`config.mk`:
```
export PLATFORM = sky130hd
export DESIGN_NAME = pcpi_fsubs
export DESIGN_NICKNAME = d
export VERILOG_FILES = /design/src/rtl/fp_pkg.sv /design/src/rtl/fp_unpack.sv /design/src/rtl/pcpi_fsubs.sv
export SDC_FILE = /design/constraint.sdc
export NUM_CORES = 1
export LEC_CHECK = 0
export ABC_AREA = 1
export CORE_MARGIN = 2
export CORE_UTILIZATION = 56
export CTS_BUF_LIST = sky130_fd_sc_hd__clkbuf_16
export DETAILED_ROUTE_END_ITERATION = 12
export PLACE_DENSITY_LB_ADDON = 0.05
export SLEW_MARGIN = 15
export SYNTH_ARGS = -nofsm -noshare
export SYNTH_HDL_FRONTEND = slang
export SYNTH_SLANG_ARGS = --single-unit
```
`constraint.sdc`:
```
create_clock -name clk -period 12.25 [get_ports clk]
set_clock_uncertainty 0.1 [all_clocks]
set_input_delay 2.45 -clock clk [delete_from_list [all_inputs] [get_ports clk]]
set_output_delay 2.45 -clock clk [all_outputs]
set_load 0.05 [all_outputs]
```
`src/rtl/fp_pkg.sv`:
```
// Shared definitions for the single-precision subtract coprocessor.
//   - IEEE-754 single field widths and exponent bias
//   - custom-instruction decode constants (opcode / funct7 of FSUB)
//   - FSM state encoding
package fp_pkg;

  localparam int EXP_W  = 8;
  localparam int MANT_W = 23;
  localparam int SIG_W  = MANT_W + 1;  // mantissa including the hidden bit
  localparam int BIAS   = 127;

  // All-ones exponent: reaching it means the result is infinite.
  localparam logic [EXP_W-1:0] EXP_MAX = EXP_W'(2 * BIAS + 1);

  localparam logic [6:0] OPCODE      = 7'b1010011;
  localparam logic [6:0] FUNCT7_FSUB = 7'b0000100;

  typedef enum logic [2:0] {
    IDLE,
    ALIGN,
    ARITH,
    NORM,
    DONE
  } state_t;

  // Only the opcode and funct7 fields select the instruction.
  function automatic logic is_fsub(input logic [6:0] opcode, input logic [6:0] funct7);
    return (opcode == OPCODE) && (funct7 == FUNCT7_FSUB);
  endfunction

endpackage

```
`src/rtl/fp_unpack.sv`:
```
// Splits an IEEE-754 single into sign, exponent and 24-bit significand.
// Denormals are flushed: exponent 0 yields a zero significand and sets zero.
//   word : packed single-precision operand
//   sign : sign bit
//   exp  : biased exponent
//   mant : significand with hidden bit (0 when zero is set)
//   zero : operand treated as zero
module fp_unpack
  import fp_pkg::*;
(
  input  logic [31:0]      word,
  output logic             sign,
  output logic [EXP_W-1:0] exp,
  output logic [SIG_W-1:0] mant,
  output logic             zero
);

  assign sign = word[31];
  assign exp  = word[MANT_W +: EXP_W];
  assign zero = (exp == '0);
  assign mant = zero ? '0 : {1'b1, word[MANT_W-1:0]};

endmodule

```
`src/rtl/pcpi_fsubs.sv`:
```
// PCPI coprocessor computing rd = rs1 - rs2 in IEEE-754 single precision.
// Multi-cycle: IDLE -> ALIGN -> ARITH -> NORM (one left shift per cycle) -> DONE.
// Denormal inputs are flushed to zero, rounding is truncation, underflow
// flushes to a signed zero and exponent overflow yields a signed infinity.
//   clk        : clock, all state changes on the rising edge
//   resetn     : synchronous active-low reset
//   pcpi_valid : core offers an instruction (held until pcpi_ready)
//   pcpi_insn  : instruction word
//   pcpi_rs1   : operand a
//   pcpi_rs2   : operand b
//   pcpi_wr    : result write enable, pulses with pcpi_ready
//   pcpi_rd    : result a - b, zero outside DONE
//   pcpi_wait  : busy while ALIGN / ARITH / NORM
//   pcpi_ready : one-cycle completion pulse
module pcpi_fsubs
  import fp_pkg::*;
(
  input  logic        clk,
  input  logic        resetn,
  input  logic        pcpi_valid,
  input  logic [31:0] pcpi_insn,
  input  logic [31:0] pcpi_rs1,
  input  logic [31:0] pcpi_rs2,
  output logic        pcpi_wr,
  output logic [31:0] pcpi_rd,
  output logic        pcpi_wait,
  output logic        pcpi_ready
);

  state_t state, state_next;

  logic [31:0] rs1_q, rs2_q;

  // Datapath registers shared across the pipeline steps of one operation.
  logic [SIG_W-1:0] mant_big, mant_small, mant_r;
  logic [EXP_W-1:0] exp_r;
  logic             sign_r;
  logic             eff_sub;

  logic accept;
  logic unused_insn_bits;

  assign accept           = pcpi_valid && is_fsub(pcpi_insn[6:0], pcpi_insn[31:25]);
  assign unused_insn_bits = ^pcpi_insn[24:7];

  // ---------------------------------------------------------------- ALIGN
  logic             a_sign, b_sign, a_zero, b_zero;
  logic [EXP_W-1:0] a_exp, b_exp;
  logic [SIG_W-1:0] a_mant, b_mant;

  fp_unpack u_unpack_a (
    .word (rs1_q),
    .sign (a_sign),
    .exp  (a_exp),
    .mant (a_mant),
    .zero (a_zero)
  );

  fp_unpack u_unpack_b (
    .word (rs2_q),
    .sign (b_sign),
    .exp  (b_exp),
    .mant (b_mant),
    .zero (b_zero)
  );

  logic             a_ge_b;
  logic [EXP_W-1:0] big_exp, small_exp, exp_diff;
  logic [SIG_W-1:0] big_mant, small_mant, small_aligned;
  logic             small_zero;

  // Ordering by {exp, mant} puts the larger magnitude first, so the
  // exponent difference is never negative and subtraction never borrows.
  assign a_ge_b        = {a_exp, a_mant} >= {b_exp, b_mant};
  assign big_exp       = a_ge_b ? a_exp  : b_exp;
  assign small_exp     = a_ge_b ? b_exp  : a_exp;
  assign big_mant      = a_ge_b ? a_mant : b_mant;
  assign small_mant    = a_ge_b ? b_mant : a_mant;
  assign small_zero    = a_ge_b ? b_zero : a_zero;
  assign exp_diff      = big_exp - small_exp;
  assign small_aligned = (small_zero || exp_diff >= EXP_W'(SIG_W)) ? '0
                                                                    : (small_mant >> exp_diff);

  // ---------------------------------------------------------------- ARITH
  logic [SIG_W:0]   sum;
  logic [EXP_W:0]   exp_inc;
  logic             overflow;

  assign sum      = eff_sub ? ({1'b0, mant_big} - {1'b0, mant_small})
                            : ({1'b0, mant_big} + {1'b0, mant_small});
  assign exp_inc  = {1'b0, exp_r} + (EXP_W+1)'(1);
  assign overflow = sum[SIG_W] && (exp_inc >= {1'b0, EXP_MAX});

  // ----------------------------------------------------------------- NORM
  logic need_shift, underflow;

  assign need_shift = (mant_r != '0) && !mant_r[SIG_W-1];
  assign underflow  = need_shift && (exp_r <= EXP_W'(1));

  // ------------------------------------------------- next state / outputs
  // NOTE: every output and state_next gets a default first so no path
  // through the case leaves a value unassigned (which would infer a latch).
  always_comb begin
    state_next = state;
    pcpi_wait  = 1'b0;
    pcpi_ready = 1'b0;
    pcpi_wr    = 1'b0;
    pcpi_rd    = '0;
    unique case (state)
      IDLE:  if (accept) state_next = ALIGN;
      ALIGN: begin
        pcpi_wait  = 1'b1;
        state_next = ARITH;
      end
      ARITH: begin
        pcpi_wait  = 1'b1;
        state_next = overflow ? DONE : NORM;
      end
      NORM: begin
        pcpi_wait  = 1'b1;
        state_next = (need_shift && !underflow) ? NORM : DONE;
      end
      DONE: begin
        pcpi_ready = 1'b1;
        pcpi_wr    = 1'b1;
        pcpi_rd    = {sign_r, exp_r, mant_r[MANT_W-1:0]};
        state_next = IDLE;
      end
      default: state_next = IDLE;
    endcase
  end

  // ------------------------------------------------------------ registers
  // NOTE: sequential state uses non-blocking assignments only, so every
  // register samples the pre-edge value of the others regardless of order.
  always_ff @(posedge clk) begin
    if (!resetn) begin
      // NOTE: datapath registers are cleared too, so an operation aborted
      // by reset leaves no stale operand or partial result behind.
      state      <= IDLE;
      rs1_q      <= '0;
      rs2_q      <= '0;
      mant_big   <= '0;
      mant_small <= '0;
      mant_r     <= '0;
      exp_r      <= '0;
      sign_r     <= 1'b0;
      eff_sub    <= 1'b0;
    end else begin
      state <= state_next;
      unique case (state)
        IDLE: begin
          if (accept) begin
            rs1_q <= pcpi_rs1;
            rs2_q <= pcpi_rs2;
          end
        end
        ALIGN: begin
          mant_big   <= big_mant;
          mant_small <= small_aligned;
          exp_r      <= big_exp;
          sign_r     <= a_ge_b ? a_sign : ~b_sign;
          // a - b with equal signs is a magnitude subtraction.
          eff_sub    <= (a_sign == b_sign);
        end
        ARITH: begin
          if (sum == '0) begin
            // Exact cancellation always gives +0.
            mant_r <= '0;
            exp_r  <= '0;
            sign_r <= 1'b0;
          end else if (sum[SIG_W]) begin
            if (overflow) begin
              mant_r <= '0;
              exp_r  <= EXP_MAX;
            end else begin
              mant_r <= sum[SIG_W:1];
              exp_r  <= exp_inc[EXP_W-1:0];
            end
          end else begin
            mant_r <= sum[SIG_W-1:0];
          end
        end
        NORM: begin
          if (underflow) begin
            // Sign is kept: underflow gives a signed zero.
            mant_r <= '0;
            exp_r  <= '0;
          end else if (need_shift) begin
            mant_r <= mant_r << 1;
            exp_r  <= exp_r - EXP_W'(1);
          end
        end
        default: ;
      endcase
    end
  end

endmodule

```
==> results_tabular.tex, run 1 <==
\begin{tabular}{lr}
\hline
Metric & Value \\
\hline
\multicolumn{2}{l}{\textbf{Clock tree}} \\
\quad Clock insertion delay at the later pin of the skew report & 0.44 ns \\
\quad Setup Buffers After CTS & 0 \\
\quad TritonCTS clock tree & done \\
\quad Largest buffer count on any clock path & 2 \\
\quad CTS Hold Bufs & 0 \\
\quad Number of gates resized after CTS & 0 \\
\quad Num CTS Buffers & 17 \\
\quad CTS H-Tree Depth & 4 \\
\quad Clock input transition at the sequential cells of the worst setup and hold paths & 0.07 ns \\
\quad Clock sink count & 149 \\
\quad CTS Root Cell & sky130\_fd\_sc\_hd\_\_clkbuf\_16 \\
\multicolumn{2}{l}{\textbf{Worst setup path}} \\
\quad Timing startpoint of the critical path & rs2\_q[26]\$\_SDFFE\_PN0P\_ \\
\quad Arrival time of the worst setup path & 6.23 ns \\
\quad Startpoint type of the worst setup path & register \\
\quad Cell occurring most often along the worst timing path & sky130\_fd\_sc\_hd\_\_nand2\_1 \\
\quad Worst-path maximum fanout & 41 \\
\quad FF-to-FF Start & rs2\_q[26]\$\_SDFFE\_PN0P\_ \\
\quad Max stage delay cell, worst path & sky130\_fd\_sc\_hd\_\_nor2\_2 \\
\quad Type of element capturing the critical path & register \\
\quad Class of the most critical setup path & reg -> reg \\
\quad Required time at the endpoint of the critical path & 12.50 ns \\
\quad Maximum single-stage delay on the critical path & 0.81 ns \\
\multicolumn{2}{l}{\textbf{Global route}} \\
\quad Maximum number of pins on one net before global-route repair & 122 \\
\quad Overall fraction of global-route tracks in use & 30.6\% \\
\quad Wire length of the first global-routing pass & 54.2 mm \\
\quad Number of global-route vias before repair & 11254 \\
\quad Total congestion overflow after global routing & 0 \\
\quad Initial antenna violation count & 1 \\
\multicolumn{2}{l}{\textbf{Worst hold path}} \\
\quad Hold Path Origin & rs2\_q[14]\$\_SDFFE\_PN0P\_ \\
\quad Hold Crit Class & reg -> reg \\
\multicolumn{2}{l}{\textbf{Power and ir drop}} \\
\quad Clock network fraction of design power & 50.2\% \\
\quad Share of total power in sequential cells & 44.5\% \\
\quad Total power draw & 1090 uW \\
\quad Net switching component of the power & 294 uW \\
\quad Leakage power figure & 0.00538 uW \\
\quad Internal power & 795 uW \\
\quad Power per cell area & 82.2 mW/mm\^{}2 \\
\quad Switch share & 27.0\% \\
\quad Worst voltage drop across the vdd grid & 0.0737 mV \\
\quad Power share of the combinational group & 5.3\% \\
\multicolumn{2}{l}{\textbf{Routing}} \\
\quad Number of remaining DRC errors & 0 \\
\quad Drt initial violations & 770 \\
\quad Routed vias/inst & 5.63 \\
\quad Initial DRT Pass Iterations & 6 \\
\quad Wire length per cell after detailed routing & 15.3 um \\
\quad Via Count & 12035 \\
\quad Total wire length after detailed routing & 32.8 mm \\
\quad Post-DRT Antenna Nets & 0 \\
\multicolumn{2}{l}{\textbf{Layout}} \\
\quad Share of final-layout standard cells stronger than drive strength 1 & 6.11\% \\
\quad Most used cells in the layout excluding fill and tap cells & sky130\_fd\_sc\_hd\_\_nand2\_1 (361), sky130\_fd\_sc\_hd\_\_nand3\_1 (200), sky130\_fd\_sc\_hd\_\_inv\_1 (189), sky130\_fd\_sc\_hd\_\_o21ai\_0 (169), sky130\_fd\_sc\_hd\_\_nor2\_1 (154) \\
\quad Most common cell after layout, fill and taps aside & sky130\_fd\_sc\_hd\_\_nand2\_1 \\
\quad Net count reported at finish & 2015 \\
\quad Antenna diode instance count & 0 \\
\quad Layout-stage area growth over the synthesis result & 15.6\% \\
\multicolumn{2}{l}{\textbf{Placed design}} \\
\quad Pre-CTS worst setup slack & 6.39 ns \\
\quad Routability Congestion & 0.930 \\
\quad Half-perimeter wire length after detailed placement & 24.5 mm \\
\quad Buffers on Ports & 115 \\
\multicolumn{2}{l}{\textbf{Synthesis}} \\
\quad Average cell area after synthesis & 6.35 um\^{}2 \\
\quad Register bit count reported by yosys & 149 \\
\quad Yosys warns & 0 \\
\quad Synth Instances & 1805 \\
\quad Synth unique cells & 57 \\
\quad Number of synthesized flops with an enable pin & 0 \\
\quad Share of synthesized flip-flops with an asynchronous set or reset & 0\% \\
\quad Sequential share of the synthesized area & 26.0\% \\
\quad Synth Net Count & 1967 \\
\quad Post-Syn Area & 0.0115 mm\^{}2 \\
\quad Top flip-flop cell by instance count after synthesis & sky130\_fd\_sc\_hd\_\_dfxtp\_1 \\
\multicolumn{2}{l}{\textbf{Timing}} \\
\quad Least-Margin Pin Slew & 1.10 ns \\
\quad Max Freq & 0.167 GHz \\
\quad Final Cycle Share & 48.8\% \\
\quad Sum of negative setup slack & 0 ns \\
\quad Final number of setup-violating endpoints & 0 \\
\quad Minimum hold slack & 0.360 ns \\
\quad Max Slew Vio Count & 0 \\
\quad Final period demand of the worst path & 5.98 ns \\
\quad Final worst setup slack & 6.27 ns \\
\quad Worst slew margin relative to its limit & 26.0\% \\
\quad Unrepaired setup endpoints after global routing & false \\
\quad Hold Violations, Final & 0 \\
\multicolumn{2}{l}{\textbf{Die}} \\
\quad Die span in y & 147 um \\
\quad Die area & 0.0216 mm\^{}2 \\
\quad DIE WIDTH & 147 um \\
\quad Area inside the core boundary & 0.0202 mm\^{}2 \\
\quad Site row count & 52 \\
\quad Initial standard-cell utilization of the core & 56.8\% \\
\quad Total I/O pin count & 134 \\
\multicolumn{2}{l}{\textbf{Run status}} \\
\quad Outcome & completed \\
\multicolumn{2}{l}{\textbf{Job}} \\
\quad Number of max-cap violations & 0 \\
\hline
\end{tabular}
## synth_stat cells (2+ instances only)
library cell / instances / share of area, %
sky130_fd_sc_hd__nor2_4: 2 / 0.20
sky130_fd_sc_hd__nor3_1: 19 / 0.83
sky130_fd_sc_hd__buf_1: 7 / 0.23
sky130_fd_sc_hd__buf_2: 6 / 0.26
sky130_fd_sc_hd__inv_1: 189 / 6.2
sky130_fd_sc_hd__a21oi_2: 11 / 0.84
sky130_fd_sc_hd__a31o_2: 2 / 0.15
sky130_fd_sc_hd__nor4_1: 5 / 0.27
sky130_fd_sc_hd__nand4_2: 5 / 0.55
sky130_fd_sc_hd__o21a_1: 3 / 0.20
sky130_fd_sc_hd__o22ai_1: 12 / 0.65
sky130_fd_sc_hd__o21bai_1: 5 / 0.33
sky130_fd_sc_hd__clkinv_1: 4 / 0.13
sky130_fd_sc_hd__nor3_2: 3 / 0.26
sky130_fd_sc_hd__o21ai_2: 2 / 0.15
sky130_fd_sc_hd__buf_6: 3 / 0.29
sky130_fd_sc_hd__nor2_1: 155 / 5.1
sky130_fd_sc_hd__nand3_2: 9 / 0.79
sky130_fd_sc_hd__xor2_1: 40 / 3.1
sky130_fd_sc_hd__nand2_2: 10 / 0.55
sky130_fd_sc_hd__nand2_1: 361 / 12
sky130_fd_sc_hd__o21ai_1: 9 / 0.39
sky130_fd_sc_hd__buf_4: 4 / 0.26
sky130_fd_sc_hd__a21o_1: 6 / 0.39
sky130_fd_sc_hd__a31oi_1: 38 / 2.1
sky130_fd_sc_hd__dfxtp_1: 149 / 26
sky130_fd_sc_hd__o21ai_0: 169 / 7.4
sky130_fd_sc_hd__or2_2: 5 / 0.27
sky130_fd_sc_hd__clkbuf_1: 78 / 2.6
sky130_fd_sc_hd__a21oi_1: 144 / 6.3
sky130_fd_sc_hd__nand3_1: 200 / 8.7
sky130_fd_sc_hd__nor2_2: 4 / 0.22
sky130_fd_sc_hd__inv_2: 5 / 0.16
sky130_fd_sc_hd__nand4_1: 24 / 1.3
sky130_fd_sc_hd__o31ai_1: 4 / 0.26
sky130_fd_sc_hd__xnor2_1: 17 / 1.3
sky130_fd_sc_hd__ha_1: 62 / 6.8
sky130_fd_sc_hd__nand2_4: 3 / 0.29
sky130_fd_sc_hd__o211ai_1: 12 / 0.79
sky130_fd_sc_hd__nor3b_1: 2 / 0.13
## logic make-up after synthesis
logic type               count (synthesis)  synth area share, %
AND/OR/NAND/NOR                        811                 31.6
AO/OA/AOI/OAI                          426                 20.6
buffers and inverters                  298                 10.3
flip-flops                             149                 26.0
adder cells (fa/ha/maj)                 63                 6.94
XOR/XNOR                                58                 4.50
## power groups by stage
| stage | Combinational, uW | Clock (uW) | Sequential [uW] |
|---|---|---|---|
| floorplan | 24.9 | 0 | 496 |
| global placement | 57.0 | 0 | 496 |
| detailed placement | 57.4 | 0 | 496 |
| CTS | 57.6 | 552 | 485 |
| global route | 63.8 | 570 | 485 |
| finish | 57.4 | 547 | 485 |
## flip-flops by register name, summed over array words and instances (netlist names)
signal      count
state           3
rs1_q          32
sign_r          1
mant_small     24
eff_sub         1
mant_big       24
mant_r         24
exp_r           8
rs2_q          32
## worst max-delay path, delay by kind of cell, from the launching register on
family	cells	cell delay, ns
buffers and inverters	4	0.71
and+or+nand+nor	25	4.00
adders and majority gates	2	0.45
AOI/OAI and AO/OA	2	0.26
DFF	1	0.31
## metrics by stage
stage / instance area [um^2] / utilization, % / cells
after floorplan: 11500 / - / 1805
after global placement: 12600 / 62.6 / 2104
after detailed placement: 12600 / 62.6 / 2104
after CTS: 13300 / 65.7 / 2136
after global routing: 13300 / 65.7 / 2136
final: 13300 / 65.7 / 2136
## final cells by class
type / count / area [um^2]
Tap cell: 270 / 338
Sequential cell: 149 / 2980
Multi-Input combinational cell: 1358 / 7310
Inverter: 199 / 749
Timing Repair Buffer: 128 / 1240
Clock buffer: 17 / 425
Clock inverter: 15 / 201
Fill cell: 1913 / 6910
## metal layers
layer	GRT usage (%)	part of all wire, %	vias to the layer above
li1	-	-	6151
met3	4.72	5.1	75
met1	38.3	43	5455
met2	51.7	47	354
met5	0	0	-
met4	14.6	4.5	0
## path summary, 6_finish.rpt
kind | end | slack [ns] | cells past startpoint
hold reg to reg | rs2_q[14]$_SDFFE_PN0P_ | 0.36 | 2
setup reg to reg | mant_small[0]$_SDFFE_PN0P_ | 6.27 | 33
hold / removal | rs2_q[14]$_SDFFE_PN0P_ | 0.36 | 2
setup / recovery | mant_small[0]$_SDFFE_PN0P_ | 6.27 | 33
No activity file was read; power rests on OpenSTA's default activity.
==> inputs of run 2 (changes only) <==
--- a/config.mk
+++ b/config.mk
@@ -7,7 +7,7 @@
 export LEC_CHECK = 0
 export ABC_AREA = 1
 export CORE_MARGIN = 2
-export CORE_UTILIZATION = 56
+export CORE_UTILIZATION = 52
 export CTS_BUF_LIST = sky130_fd_sc_hd__clkbuf_16
 export DETAILED_ROUTE_END_ITERATION = 12
 export PLACE_DENSITY_LB_ADDON = 0.05
==> constraint.sdc (replaced) <==
create_clock -name clk -period 5.2 [get_ports clk]
set_clock_uncertainty 0.1 [all_clocks]
set_input_delay 1.04 -clock clk [delete_from_list [all_inputs] [get_ports clk]]
set_output_delay 1.04 -clock clk [all_outputs]
set_load 0.05 [all_outputs]
==> run 2 against run 1 <==
Against the previous run:
- register-to-register slack worse by 5.9 ns
- via count up 0.80%
- hold slack worse by 0.0026 ns
==> results_tabular.tex, run 2 (same netlist as run 1, synthesis figures left out) <==
\begin{tabular}{lr}
\hline
Metric & Value \\
\hline
\multicolumn{2}{l}{\textbf{Die}} \\
\quad Area inside the core boundary & 0.0218 mm\^{}2 (+7.9\%) \\
\quad Site row count & 54 (+3.8\%) \\
\quad Initial standard-cell utilization of the core & 52.7\% (-4.1 points) \\
\quad Die span in y & 152 um (+3.7\%) \\
\quad Total I/O pin count & 134 (unchanged) \\
\quad DIE WIDTH & 152 um (+3.7\%) \\
\quad Die area & 0.0233 mm\^{}2 (+7.5\%) \\
\multicolumn{2}{l}{\textbf{Placed design}} \\
\quad Post-placement cell count & 2127 (+1.1\%) \\
\quad Routability Congestion & 0.942 (+1.3\%) \\
\quad Pre-CTS worst setup slack & 0.0659 ns (-6.33 ns) \\
\quad Buffers on Ports & 115 (unchanged) \\
\quad Half-perimeter wire length after detailed placement & 25.9 mm (+5.8\%) \\
\multicolumn{2}{l}{\textbf{Power and ir drop}} \\
\quad Net switching component of the power & 641 uW (+120\%) \\
\quad Power share of the combinational group & 5.4\% (about the same) \\
\quad Share of total power in sequential cells & 44.2\% (-0.3 points) \\
\quad Clock network fraction of design power & 50.4\% (+0.2 points) \\
\quad Switch share & 24.8\% (-2.2 points) \\
\quad Power per cell area & 192 mW/mm\^{}2 (+130\%) \\
\quad Worst voltage drop across the vdd grid & 0.210 mV (+180\%) \\
\quad Leakage power figure & 0.00548 uW (+1.7\%) \\
\quad Internal power & 1950 uW (+140\%) \\
\multicolumn{2}{l}{\textbf{Clock tree}} \\
\quad Num CTS Buffers & 17 (unchanged) \\
\quad Largest buffer count on any clock path & 2 (unchanged) \\
\quad Clock insertion delay at the later pin of the skew report & 0.44 ns (about the same) \\
\quad TritonCTS clock tree & done \\
\quad Clock sink count & 149 (unchanged) \\
\quad CTS Hold Bufs & 0 (unchanged) \\
\quad CTS Root Cell & sky130\_fd\_sc\_hd\_\_clkbuf\_16 \\
\quad Clock input transition at the sequential cells of the worst setup and hold paths & 0.07 ns (about the same) \\
\quad CTS H-Tree Depth & 4 (unchanged) \\
\multicolumn{2}{l}{\textbf{Timing}} \\
\quad Least-Margin Pin Slew & 1.09 ns (-0.00814 ns) \\
\quad Max Slew Vio Count & 0 (unchanged) \\
\quad Unrepaired setup endpoints after global routing & false \\
\quad Worst slew margin relative to its limit & 27.0\% (+0.99 points) \\
\quad Minimum hold slack & 0.358 ns (-0.00257 ns) \\
\quad Final worst setup slack & 0.410 ns (-5.86 ns) \\
\quad Final Cycle Share & 92.1\% (+43 points) \\
\quad Max Freq & 0.209 GHz (+25\%) \\
\quad Final period demand of the worst path & 4.79 ns (-1.19 ns) \\
\quad Final number of setup-violating endpoints & 0 (unchanged) \\
\quad Hold Violations, Final & 0 (unchanged) \\
\quad Sum of negative setup slack & 0 ns (unchanged) \\
\multicolumn{2}{l}{\textbf{Layout}} \\
\quad Share of final-layout standard cells stronger than drive strength 1 & 7.39\% (+1.3 points) \\
\quad Final Instance Count excl. Fillers & 2162 (+1.2\%) \\
\quad Net count reported at finish & 2031 (+0.79\%) \\
\quad Largest registers ranked by flip-flop count & rs1\_q x32, rs2\_q x32 \\
\quad Filler Cells Inserted & 2164 (+13\%) \\
\quad Most used cells in the layout excluding fill and tap cells & sky130\_fd\_sc\_hd\_\_nand2\_1 (361), sky130\_fd\_sc\_hd\_\_nand3\_1 (200), sky130\_fd\_sc\_hd\_\_inv\_1 (189), sky130\_fd\_sc\_hd\_\_o21ai\_0 (168), sky130\_fd\_sc\_hd\_\_nor2\_1 (152) \\
\quad Layout-stage area growth over the synthesis result & 17.3\% \\
\quad Most common cell after layout, fill and taps aside & sky130\_fd\_sc\_hd\_\_nand2\_1 \\
\quad Antenna diode instance count & 0 (unchanged) \\
\multicolumn{2}{l}{\textbf{Global route}} \\
\quad Maximum number of pins on one net before global-route repair & 95 (-22\%) \\
\quad Wire length of the first global-routing pass & 55.8 mm (+3.1\%) \\
\quad Overall fraction of global-route tracks in use & 29.1\% (-1.5 points) \\
\quad Number of global-route vias before repair & 11273 (+0.17\%) \\
\quad Total congestion overflow after global routing & 0 (unchanged) \\
\quad Initial antenna violation count & 0 (-1) \\
\multicolumn{2}{l}{\textbf{Routing}} \\
\quad Number of remaining DRC errors & 0 (unchanged) \\
\quad Initial DRT Pass Iterations & 5 (-1) \\
\quad Wire length per cell after detailed routing & 15.7 um (+2.5\%) \\
\quad Post-DRT Antenna Nets & 0 (unchanged) \\
\quad Total wire length after detailed routing & 34.0 mm (+3.7\%) \\
\quad Routed vias/inst & 5.61 (-0.41\%) \\
\quad Drt initial violations & 847 (+10\%) \\
\quad Via Count & 12131 (+0.80\%) \\
\multicolumn{2}{l}{\textbf{Worst setup path}} \\
\quad Arrival time of the worst setup path & 5.05 ns (-1.18 ns) \\
\quad Maximum single-stage delay on the critical path & 0.33 ns (-0.48 ns) \\
\quad Class of the most critical setup path & reg -> reg \\
\quad Required time at the endpoint of the critical path & 5.46 ns (-7.04 ns) \\
\quad Cell occurring most often along the worst timing path & sky130\_fd\_sc\_hd\_\_nand2\_1 \\
\quad Worst-path maximum fanout & 26 (-37\%) \\
\quad Kind of cell with the highest combined delay on the critical path & simple AND/OR/NAND/NOR gates \\
\quad Max stage delay cell, worst path & sky130\_fd\_sc\_hd\_\_dfxtp\_1 \\
\quad Type of element capturing the critical path & register \\
\quad Startpoint type of the worst setup path & register \\
\quad Count of buffering cells on the critical path with inverters included & 6 (+2) \\
\multicolumn{2}{l}{\textbf{Job}} \\
\quad Number of max-cap violations & 0 (unchanged) \\
\multicolumn{2}{l}{\textbf{Worst hold path}} \\
\quad Hold Crit Class & reg -> reg \\
\multicolumn{2}{l}{\textbf{Run status}} \\
\quad Outcome & completed \\
\hline
\end{tabular}
## run 2: per-stage QoR
step	utilization, %	power [uW]	area, um^2
floorplan	-	1230	11500
global placement	58.7	1310	12800
detailed placement	58.7	1310	12800
CTS	61.4	2610	13400
global route	61.8	2650	13400
finish	61.8	2590	13400
## run 2: area by class of cell
cell class | instances | area (um^2) | share of cell area [%]
sequential | 149 | 2980 | 22.2
clock buffer | 17 | 425 | 3.16
inverter | 199 | 752 | 5.59
timing repair buffer | 144 | 1390 | 10.4
multi-input combinational | 1358 | 7370 | 54.8
clock inverter | 15 | 176 | 1.31
tap | 280 | 350 | 2.61
## run 2: repair_timing
item / 4_1_cts / 5_1_grt
setup endpoints to repair: 0 / 50
setup buffers: 0 / 3
resized for setup: 0 / 14
## run 2: final timing paths
check / slack (ns) / depth (start not counted) / start / to
max: 0.41 / 33 / rs1_q[29]$_SDFFE_PN0P_ / mant_small[8]$_SDFFE_PN0P_
min: 0.36 / 2 / rs1_q[13]$_SDFFE_PN0P_ / rs1_q[13]$_SDFFE_PN0P_
max reg2reg: 0.41 / 33 / rs1_q[29]$_SDFFE_PN0P_ / mant_small[8]$_SDFFE_PN0P_
min reg2reg: 0.36 / 2 / rs1_q[13]$_SDFFE_PN0P_ / rs1_q[13]$_SDFFE_PN0P_
## run 2: tightest hold or removal path, delay by kind of cell, from the launching register on
family	cells	cell delay [ns]
buffers and inverters	1	0.06
AO/OA/AOI/OAI	1	0.05
flip-flops	1	0.30
## run 2: power by group through the flow
stage | Combinational (uW) | Clock (uW) | Sequential, uW
after detailed placement | 140 | 0 | 1170
final | 140 | 1300 | 1140
after floorplan | 58.7 | 0 | 1170
after global routing | 154 | 1360 | 1140
after CTS | 140 | 1320 | 1140
after global placement | 138 | 0 | 1170
## run 2: layer usage
| metal | up-vias | GRT usage [%] | share of wire [%] |
|---|---|---|---|
| li1 | 6176 | - | - |
| met1 | 5562 | 37.4 | 44 |
| met2 | 339 | 51.0 | 48 |
| met3 | 54 | 3.44 | 4.7 |
| met4 | 0 | 9.44 | 2.7 |
| met5 | - | 0 | 0 |
==> inputs of run 3 (changes only) <==
--- a/config.mk
+++ b/config.mk
@@ -7,7 +7,7 @@
 export LEC_CHECK = 0
 export ABC_AREA = 1
 export CORE_MARGIN = 2
-export CORE_UTILIZATION = 52
+export CORE_UTILIZATION = 56
 export CTS_BUF_LIST = sky130_fd_sc_hd__clkbuf_16
 export DETAILED_ROUTE_END_ITERATION = 12
 export PLACE_DENSITY_LB_ADDON = 0.05
==> constraint.sdc (replaced) <==
create_clock -name clk -period 5.91 [get_ports clk]
set_clock_uncertainty 0.1 [all_clocks]
set_input_delay 1.182 -clock clk [delete_from_list [all_inputs] [get_ports clk]]
set_output_delay 1.182 -clock clk [all_outputs]
set_load 0.05 [all_outputs]
==> run 3 against run 2 <==
Against the previous run:
- wire length is 4.9% lower
- first-iteration DRC count is 2.0% lower
- final cell count is 0.88% lower
- largest power group unchanged
- critical path type unchanged
- hold slack barely moved
- combinational power decreased by 14%
- design area down 1.1%
- clock power is 15% lower
- critical endpoint unchanged
- via count down 1.7%
==> results_tabular.tex, run 3 (same netlist as run 1, synthesis figures left out) <==
\begin{tabular}{lr}
\hline
Metric & Value \\
\hline
\multicolumn{2}{l}{\textbf{Timing}} \\
\quad Least-Margin Pin Slew & 1.11 ns (+0.0132 ns) \\
\quad Sum of negative setup slack & 0 ns (unchanged) \\
\quad Final worst setup slack & 0.736 ns (+0.326 ns) \\
\quad Hold Violations, Final & 0 (unchanged) \\
\quad Final period demand of the worst path & 5.17 ns (+0.384 ns) \\
\quad Unrepaired setup endpoints after global routing & false \\
\quad Final Cycle Share & 87.5\% (-4.6 points) \\
\quad Max Slew Vio Count & 0 (unchanged) \\
\quad Minimum hold slack & 0.357 ns (-0.000239 ns) \\
\quad Max Freq & 0.193 GHz (-7.4\%) \\
\quad Worst slew margin relative to its limit & 26.2\% (-0.80 points) \\
\quad Final number of setup-violating endpoints & 0 (unchanged) \\
\multicolumn{2}{l}{\textbf{Worst setup path}} \\
\quad R2R depth & 30 (-9.1\%) \\
\quad Max stage delay cell, worst path & sky130\_fd\_sc\_hd\_\_nor2\_1 \\
\quad Cell occurring most often along the worst timing path & sky130\_fd\_sc\_hd\_\_nand2\_1 \\
\quad Worst-path maximum fanout & 44 (+69\%) \\
\quad Startpoint type of the worst setup path & register \\
\quad Class of the most critical setup path & reg -> reg \\
\quad Required time at the endpoint of the critical path & 6.18 ns (+0.72 ns) \\
\quad Type of element capturing the critical path & register \\
\quad Arrival time of the worst setup path & 5.44 ns (+0.39 ns) \\
\quad Maximum single-stage delay on the critical path & 0.40 ns (+0.07 ns) \\
\multicolumn{2}{l}{\textbf{Placed design}} \\
\quad Pre-CTS worst setup slack & 0.624 ns (+0.558 ns) \\
\quad Buffers on Ports & 115 (unchanged) \\
\quad Post-detailed-placement cell area & 0.0127 mm\^{}2 (-0.65\%) \\
\quad Routability Congestion & 0.918 (-2.5\%) \\
\quad Half-perimeter wire length after detailed placement & 24.5 mm (-5.3\%) \\
\multicolumn{2}{l}{\textbf{Layout}} \\
\quad Most used cells in the layout excluding fill and tap cells & sky130\_fd\_sc\_hd\_\_nand2\_1 (361), sky130\_fd\_sc\_hd\_\_nand3\_1 (200), sky130\_fd\_sc\_hd\_\_inv\_1 (189), sky130\_fd\_sc\_hd\_\_o21ai\_0 (169), sky130\_fd\_sc\_hd\_\_nor2\_1 (154) \\
\quad Share of final-layout standard cells stronger than drive strength 1 & 6.57\% (-0.82 points) \\
\quad Largest registers ranked by flip-flop count & rs1\_q x32, rs2\_q x32 \\
\quad Post-Layout Inst Area & 0.0133 mm\^{}2 (-1.1\%) \\
\quad Layout-stage area growth over the synthesis result & 15.9\% \\
\quad Most common cell after layout, fill and taps aside & sky130\_fd\_sc\_hd\_\_nand2\_1 \\
\quad Net count reported at finish & 2022 (-0.44\%) \\
\quad Antenna diode instance count & 0 (unchanged) \\
\quad Share of the core filled with cells & 65.9\% (+4.1 points) \\
\multicolumn{2}{l}{\textbf{Routing}} \\
\quad Initial DRT Pass Iterations & 5 (unchanged) \\
\quad Total wire length after detailed routing & 32.3 mm (-4.9\%) \\
\quad Number of remaining DRC errors & 0 (unchanged) \\
\quad Via Count & 11926 (-1.7\%) \\
\quad Drt initial violations & 830 (-2.0\%) \\
\quad Wire length per cell after detailed routing & 15.1 um (-4.0\%) \\
\quad Post-DRT Antenna Nets & 0 (unchanged) \\
\quad Routed vias/inst & 5.57 (-0.82\%) \\
\multicolumn{2}{l}{\textbf{Power and ir drop}} \\
\quad Internal power & 1640 uW (-16\%) \\
\quad Power share of the combinational group & 5.4\% (about the same) \\
\quad Leakage power figure & 0.00541 uW (-1.3\%) \\
\quad Clock network fraction of design power & 49.5\% (-0.9 points) \\
\quad Net switching component of the power & 589 uW (-8.0\%) \\
\quad Switch share & 26.5\% (+1.7 points) \\
\quad Power per cell area & 168 mW/mm\^{}2 (-13\%) \\
\quad Share of total power in sequential cells & 45.1\% (+0.9 points) \\
\quad Worst voltage drop across the vdd grid & 0.191 mV (-9.0\%) \\
\multicolumn{2}{l}{\textbf{Die}} \\
\quad Total I/O pin count & 134 (unchanged) \\
\quad Initial standard-cell utilization of the core & 56.8\% (+4.1 points) \\
\quad DIE WIDTH & 147 um (-3.5\%) \\
\quad Site row count & 52 (-3.7\%) \\
\quad Die span in y & 147 um (-3.5\%) \\
\quad Area inside the core boundary & 0.0202 mm\^{}2 (-7.3\%) \\
\quad Die area & 0.0216 mm\^{}2 (-7.0\%) \\
\multicolumn{2}{l}{\textbf{Global route}} \\
\quad Initial antenna violation count & 0 (unchanged) \\
\quad Wire length of the first global-routing pass & 53.6 mm (-4.0\%) \\
\quad Overall fraction of global-route tracks in use & 30.5\% (+1.4 points) \\
\quad Total congestion overflow after global routing & 0 (unchanged) \\
\quad Maximum number of pins on one net before global-route repair & 74 (-22\%) \\
\quad Number of global-route vias before repair & 10933 (-3.0\%) \\
\multicolumn{2}{l}{\textbf{Worst hold path}} \\
\quad Hold Crit Class & reg -> reg \\
\quad Hold Path Cell Cnt & 2 (unchanged) \\
\multicolumn{2}{l}{\textbf{Clock tree}} \\
\quad Setup Buffers After CTS & 0 (unchanged) \\
\quad Clock insertion delay at the later pin of the skew report & 0.45 ns (about the same) \\
\quad CTS Root Cell & sky130\_fd\_sc\_hd\_\_clkbuf\_16 \\
\quad Num CTS Buffers & 17 (unchanged) \\
\quad CTS H-Tree Depth & 4 (unchanged) \\
\quad Clock sink count & 149 (unchanged) \\
\quad Clock input transition at the sequential cells of the worst setup and hold paths & 0.07 ns (about the same) \\
\quad TritonCTS clock tree & done \\
\quad Largest buffer count on any clock path & 2 (unchanged) \\
\multicolumn{2}{l}{\textbf{Job}} \\
\quad Number of max-cap violations & 0 (unchanged) \\
\multicolumn{2}{l}{\textbf{Run status}} \\
\quad Outcome & completed \\
\hline
\end{tabular}
[run 3: path summary, 6_finish.rpt]
check	start	to	slack (ns)
max	rs2_q[29]$_SDFFE_PN0P_	mant_small[8]$_SDFFE_PN0P_	0.74
min	rs1_q[10]$_SDFFE_PN0P_	rs1_q[10]$_SDFFE_PN0P_	0.36
max reg2reg	rs2_q[29]$_SDFFE_PN0P_	mant_small[8]$_SDFFE_PN0P_	0.74
min reg2reg	rs1_q[10]$_SDFFE_PN0P_	rs1_q[10]$_SDFFE_PN0P_	0.36
[run 3: critical path, delay by kind of cell (launching register included)]
kind,cells,cell delay (ns)
AND/OR/NAND/NOR,20,2.97
adder cells (fa/ha/maj),2,0.44
buffers and inverters,5,0.77
AO/OA/AOI/OAI,3,0.45
flip-flops,1,0.32
[run 3: metrics by stage]
step	std cells	total power [uW]
finish	2143	2230
global route	2143	2290
CTS	2143	2240
detailed placement	2111	1150
global placement	2111	1150
floorplan	1805	1080
[run 3: timing repair]
item	in CTS	in global routing
hold buffers	0	0
setup endpoints to repair	0	8
resized for setup	0	2
[run 3: routing by layer]
| layer | routed length, um | up-vias | track usage (%) |
|---|---|---|---|
| met2 | 15200 | 316 | 51.5 |
| li1 | - | 6155 | - |
| met5 | 0 | - | 0 |
| met4 | 1130 | 0 | 11.9 |
| met3 | 1700 | 57 | 4.35 |
| met1 | 14300 | 5398 | 39.6 |
[run 3: cell type report]
class	instances	area [um^2]
tap	270	338
clock inverter	15	178
sequential	149	2980
inverter	199	749
multi-input combinational	1358	7320
timing repair buffer	135	1300
clock buffer	17	425
fill	1926	6880
[run 3: power groups by stage]
stage	Sequential [uW]	Clock [uW]	Combinational, uW
6_report	1000	1100	120
5_1_grt	1000	1160	133
4_1_cts	1000	1120	120
3_5_place_dp	1030	0	120
3_3_place_gp	1030	0	119
2_1_floorplan	1030	0	51.7
